[config.mk]
export PLATFORM = sky130hd
export DESIGN_NAME = secuenciador_secciones
export DESIGN_NICKNAME = d
export VERILOG_FILES = /design/src/rtl/secciones_pkg.sv /design/src/rtl/antirrebote.sv /design/src/rtl/secuenciador_secciones.sv
export SDC_FILE = /design/constraint.sdc
export NUM_CORES = 1
export LEC_CHECK = 0
export ABC_CLOCK_PERIOD_IN_PS = 1500
export BUFFER_PORTS_ARGS = -buffer_cell sky130_fd_sc_hd__clkbuf_2
export CAP_MARGIN = 20
export CORE_MARGIN = 2
export CORE_UTILIZATION = 40
export CTS_BUF_LIST = sky130_fd_sc_hd__clkbuf_8
export CTS_CLUSTER_SIZE = 40
export DETAILED_ROUTE_END_ITERATION = 8
export GPL_TIMING_DRIVEN = 0
export MAX_ROUTING_LAYER = met4
export SLEW_MARGIN = 20
export SYNTH_ARGS = -nofsm -noshare
export SYNTH_HDL_FRONTEND = slang
export SYNTH_SLANG_ARGS = --single-unit
[constraint.sdc]
create_clock -name clk -period 1.5 [get_ports clk]
set_input_delay 0.075 -clock clk [delete_from_list [all_inputs] [get_ports clk]]
set_output_delay 0.075 -clock clk [all_outputs]
set_load 0.02 [all_outputs]
[src/rtl/secciones_pkg.sv]
// Shared types and helpers for the section sequencer: section codes and their quadrant masks.
package secciones_pkg;

  typedef enum logic [2:0] {
    S_CLEAR = 3'd0,
    S_Q1    = 3'd1,
    S_Q2    = 3'd2,
    S_Q3    = 3'd3,
    S_Q4    = 3'd4
  } seccion_t;

  localparam int unsigned NUM_SECCIONES = 5;
  localparam seccion_t    ULTIMA        = seccion_t'(3'(NUM_SECCIONES - 1));

  // Section k lights the low k quadrants.
  function automatic logic [3:0] mask_of(input seccion_t s);
    logic [3:0] m;
    m = 4'b0000;
    unique case (s)
      S_CLEAR: m = 4'b0000;
      S_Q1:    m = 4'b0001;
      S_Q2:    m = 4'b0011;
      S_Q3:    m = 4'b0111;
      S_Q4:    m = 4'b1111;
      default: m = 4'b0000;
    endcase
    return m;
  endfunction

endpackage

[src/rtl/antirrebote.sv]
// Button conditioning: 2-flop synchronizer, counting debouncer and a one-cycle rising-edge event.
module antirrebote #(
  parameter int unsigned DEBOUNCE_CYCLES = 250000
) (
  input  logic clk,
  input  logic reset,
  input  logic btn,
  output logic evento
);

  localparam int unsigned CW = (DEBOUNCE_CYCLES > 1) ? $clog2(DEBOUNCE_CYCLES) : 1;
  localparam logic [CW-1:0] CNT_MAX = CW'(DEBOUNCE_CYCLES - 1);

  logic          sync1_q, sync2_q;
  logic          estable_q, estable_d;
  logic          evento_q;
  logic [CW-1:0] cnt_q, cnt_d;

  // The counter only runs while the sample disagrees with the accepted level.
  always_comb begin
    estable_d = estable_q;
    cnt_d     = '0;
    if (sync2_q != estable_q) begin
      if (cnt_q == CNT_MAX) begin
        estable_d = sync2_q;
      end else begin
        cnt_d = cnt_q + CW'(1);
      end
    end
  end

  always_ff @(posedge clk) begin
    if (reset) begin
      sync1_q   <= 1'b0;
      sync2_q   <= 1'b0;
      estable_q <= 1'b0;
      cnt_q     <= '0;
      evento_q  <= 1'b0;
    end else begin
      sync1_q   <= btn;
      sync2_q   <= sync1_q;
      estable_q <= estable_d;
      cnt_q     <= cnt_d;
      evento_q  <= estable_d & ~estable_q;
    end
  end

  assign evento = evento_q;

endmodule

[src/rtl/secuenciador_secciones.sv]
// Section sequencer: collects debounced next/clear requests and auto ticks, applies them on frame_start.
module secuenciador_secciones
  import secciones_pkg::*;
#(
  parameter int unsigned DEBOUNCE_CYCLES = 250000,
  parameter int unsigned AUTO_FRAMES     = 60
) (
  input  logic       clk,
  input  logic       reset,
  input  logic       btn_next,
  input  logic       btn_clear,
  input  logic       auto_en,
  input  logic       frame_start,
  output logic [2:0] seccion_actual,
  output logic [3:0] quadrant_mask,
  output logic       update
);

  localparam int unsigned AW = (AUTO_FRAMES > 1) ? $clog2(AUTO_FRAMES) : 1;
  localparam logic [AW-1:0] AUTO_MAX = AW'(AUTO_FRAMES - 1);

  logic          ev_next, ev_clear;
  logic          pend_next_q, pend_next_d;
  logic          pend_clear_q, pend_clear_d;
  logic [AW-1:0] auto_cnt_q, auto_cnt_d;
  seccion_t      estado_q, estado_d;
  logic [3:0]    mask_q, mask_d;
  logic          update_q, update_d;
  logic          auto_tick, transicion;

  antirrebote #(
    .DEBOUNCE_CYCLES(DEBOUNCE_CYCLES)
  ) u_rebote_next (
    .clk   (clk),
    .reset (reset),
    .btn   (btn_next),
    .evento(ev_next)
  );

  antirrebote #(
    .DEBOUNCE_CYCLES(DEBOUNCE_CYCLES)
  ) u_rebote_clear (
    .clk   (clk),
    .reset (reset),
    .btn   (btn_clear),
    .evento(ev_clear)
  );

  always_comb begin
    auto_tick  = frame_start & auto_en & (auto_cnt_q == AUTO_MAX);
    transicion = frame_start & (pend_clear_q | pend_next_q | auto_tick);

    estado_d = estado_q;
    if (frame_start) begin
      if (pend_clear_q) begin
        estado_d = S_CLEAR;
      end else if (pend_next_q | auto_tick) begin
        estado_d = (estado_q >= ULTIMA) ? S_CLEAR : seccion_t'(estado_q + 3'd1);
      end
    end

    // An event coinciding with frame_start survives into the next frame.
    pend_next_d  = frame_start ? ev_next  : (pend_next_q  | ev_next);
    pend_clear_d = frame_start ? ev_clear : (pend_clear_q | ev_clear);

    auto_cnt_d = auto_cnt_q;
    if (!auto_en || transicion) begin
      auto_cnt_d = '0;
    end else if (frame_start) begin
      auto_cnt_d = auto_cnt_q + AW'(1);
    end

    mask_d   = mask_of(estado_d);
    update_d = (estado_d != estado_q);
  end

  always_ff @(posedge clk) begin
    if (reset) begin
      estado_q     <= S_CLEAR;
      mask_q       <= 4'b0000;
      update_q     <= 1'b0;
      pend_next_q  <= 1'b0;
      pend_clear_q <= 1'b0;
      auto_cnt_q   <= '0;
    end else begin
      estado_q     <= estado_d;
      mask_q       <= mask_d;
      update_q     <= update_d;
      pend_next_q  <= pend_next_d;
      pend_clear_q <= pend_clear_d;
      auto_cnt_q   <= auto_cnt_d;
    end
  end

  assign seccion_actual = estado_q;
  assign quadrant_mask  = mask_q;
  assign update         = update_q;

endmodule

==> impl_metrics.env <==
export IMPL_nets=343
export IMPL_tns_ps=-1810
export IMPL_cp_num_cells=7
export IMPL_die_w_um=83.6
export IMPL_skew_ps=11.3
export IMPL_grt_first_pass_wirelength_mm=8.76
export IMPL_ant_nets=0
export IMPL_cts_tree="done"
export IMPL_ios=14
export IMPL_outcome="finished with violations"
export IMPL_worst_pin_slew_ps=514
export IMPL_ff2ff_setup_slack_ps=-130
export IMPL_cpPeakStageDelay_ps=360
export IMPL_fin_ws_ps=-127
export IMPL_synthAdderAreaFrac=0.0247
export IMPL_ys_async_sr_fraction=0
export IMPL_max_slew_margin_rel=0.657
export IMPL_min_path_type="in -> reg"
export IMPL_synth_edff_count=0
export IMPL_coreArea_sq_um=6240
export IMPL_crit_slowest_cell="dfxtp_2"
export IMPL_dp_cells=373
export IMPL_synth_mux_area_frac=0.0118
export IMPL_clkLatencyLatePin_ps=340
export IMPL_row_count=29
export IMPL_synth_fp_nets=295
export IMPL_vdd_drop_max_v=0.000500
export IMPL_end_kind="flop"
export IMPL_clkTransAtPathRegs_ps=70
export IMPL_powerDensity_nw_per_um2=981
export IMPL_drive_gt1_frac=0.332
export IMPL_period_minus_slack_ps=1630
export IMPL_holdWs_ps=39.8
export IMPL_final_util=0.558
export IMPL_synth_avg_cell_area_sq_um=8.93
export IMPL_crit_chain="ha_4 > nand4_1 > nor4_4 > or3_1 > buf_6 > clkbuf_16 > nor2_1"
export IMPL_drv_slew=0
export IMPL_htree_levels=3
export IMPL_finalHoldViolations=0
export IMPL_worstPathRequired_ps=1720
export IMPL_cts_root_buf="clkbuf_8"
export IMPL_syn_inst=284
export IMPL_grt_pass1_vias=1923
export IMPL_final_cells=414
export IMPL_synthSimpleGateAreaFrac=0.273
export IMPL_leakage_nw=1.19
export IMPL_grt_use_total=0.160
export IMPL_drc=0
export IMPL_maxCapViolations=0
export IMPL_synth_cell_area_sq_um=2540
export IMPL_path_max_fanout=7
export IMPL_cp_buffers_inverters=2
export IMPL_clockBufferDepth=2
export IMPL_ys_ff_latch=60
export IMPL_drt_iter0_drc=123
export IMPL_grt_max_degree=11
export IMPL_initial_core_util=0.406
export IMPL_critical_path_class="reg -> reg"
export IMPL_finalCritPeriodShare=1.08
export IMPL_cts_buffers=9
export IMPL_ff2ff_path_depth=7
export IMPL_synth_cell_types=39
export IMPL_synth_warnings=0
export IMPL_synth_compound_area_frac=0.0528
export IMPL_dr_pass1_iters=4
export IMPL_violations="negative setup slack"
export IMPL_diodes=0
export IMPL_die_area_sq_um=6990
export IMPL_rsz0062_at_grt="true"
export IMPL_detail_route_wl_per_cell_um=13.0
export IMPL_critPathArrivalTime_ps=1850
export IMPL_num_vias=2073
export IMPL_cts_num_sinks=60
export IMPL_die_h_um=83.6
export IMPL_setup_viol=22
export IMPL_vias_per_cell=5.01
export IMPL_synth_top_family_by_area="simple AND/OR/NAND/NOR gates"
export IMPL_antenna_found_initial=0
export IMPL_cp_start_kind="flop"
export IMPL_critPathTopFamily="simple AND/OR/NAND/NOR gates"
export IMPL_max_freq_mhz=615
export IMPL_grt_overflow=0
export IMPL_postLayoutCellArea_sq_um=3480
export IMPL_syn_to_final_growth_pct=37.2
export IMPL_hpwl_mm=3.14
export IMPL_whs_path_depth=3
export IMPL_place_area_sq_um=2720
export IMPL_synth_xor_area_frac=0.131
export IMPL_place_ws_ps=-244
export IMPL_ys_seq_area_frac=0.474
export IMPL_globalplace_congestion=0.852
export IMPL_p_total_mw=3.41
export IMPL_io_buffers=12
export IMPL_routed_wl_mm=5.40
export IMPL_synthFlopType="dfxtp_1"
## Yosys cell counts, drive strengths merged, types with 2 or more instances
master | number | share of area
a311oi | 2 | 0.0094
o21ai | 3 | 0.0059
and2 | 3 | 0.0074
xor2 | 12 | 0.041
or3 | 4 | 0.012
nor3b | 3 | 0.0089
nor4 | 4 | 0.012
a21oi | 6 | 0.012
xnor2 | 26 | 0.090
nand2 | 17 | 0.025
nand3 | 17 | 0.034
dfxtp | 60 | 0.47
nor3 | 12 | 0.026
nand3b | 2 | 0.0059
inv | 11 | 0.016
nor2 | 58 | 0.086
nor2b | 7 | 0.017
buf | 4 | 0.014
nand4 | 6 | 0.015
mux2i | 3 | 0.012
and3 | 7 | 0.017
o21a | 2 | 0.0059
ha | 5 | 0.025
clkbuf | 2 | 0.0030
## what timing repair did
item	4_1_cts	5_1_grt
hold buffers	2	0
buffers inserted	16	6
hold endpoints to repair	2	0
gates cloned	0	1
pin swaps	21	21
endpoints found under the setup margin	36	53
resized for setup	31	43
## where the power goes
| group | switching [mW] | internal, mW | leakage, nW |
|---|---|---|---|
| registers | 0.00653 | 1.59 | 0.493 |
| clock network | 0.642 | 1.09 | 0.126 |
| logic | 0.0430 | 0.0429 | 0.574 |
## final timing paths
path	startpoint	endpoint
worst max-delay path	u_rebote_next.cnt_q[0]	u_rebote_next.cnt_q[16]
worst min-delay path	frame_start	auto_cnt_q[0]
worst max register to register	u_rebote_next.cnt_q[0]	u_rebote_next.cnt_q[16]
worst min register to register	u_rebote_next.sync1_q	u_rebote_next.sync2_q
## worst min-delay path, cell delays in order
cell	delay, ps
buf_6	110
xnor2_1	110
nor2_1	40
## layer usage
metal / GRT usage / share of wire / up-vias
met5: - / 0 / -
met3: 0.0415 / 0.028 / 7
met1: 0.202 / 0.47 / 991
met4: 0.0748 / 0.018 / 0
li1: - / - / 1049
met2: 0.241 / 0.48 / 26
## cell families (layout without fill, tap and decap cells)
family,Yosys count,in the layout
buf+inv,17,70
fa+ha+maj,5,5
xor+xnor,38,38
simple gates,142,142
mux,3,3
flops,60,60
compound gates,19,19
## cells in the final DEF, fill, tap and decap left out, drive strengths merged, types with 4 or more instances in the layout
master  netlist  final
dfxtp        60     60
nor2         58     58
xnor2        26     26
buf           4     26
clkbuf        2     24
nand2        17     17
nand3        17     17
xor2         12     12
inv          11     12
nor3         12     12
nor2b         7      7
and3          7      7
nand4         6      6
a21oi         6      6
ha            5      5
nor4          4      4
or3           4      4
## registers in the layout (all words and copies together) (netlist names), 3 cells and up
signal                count
auto_cnt_q                6
u_rebote_next.cnt_q      18
u_rebote_clear.cnt_q     18
quadrant_mask             4
seccion_actual            3
## area by class of cell
class | instances | area [sq um]
clock buffer | 9 | 124
sequential | 60 | 1230
timing repair buffer | 37 | 289
multi-input combinational | 207 | 1530
tap | 77 | 96.3
fill | 538 | 2760
clock inverter | 7 | 108
inverter | 11 | 45.0
buffer | 6 | 56.3
(Power assumes the default switching activity.)
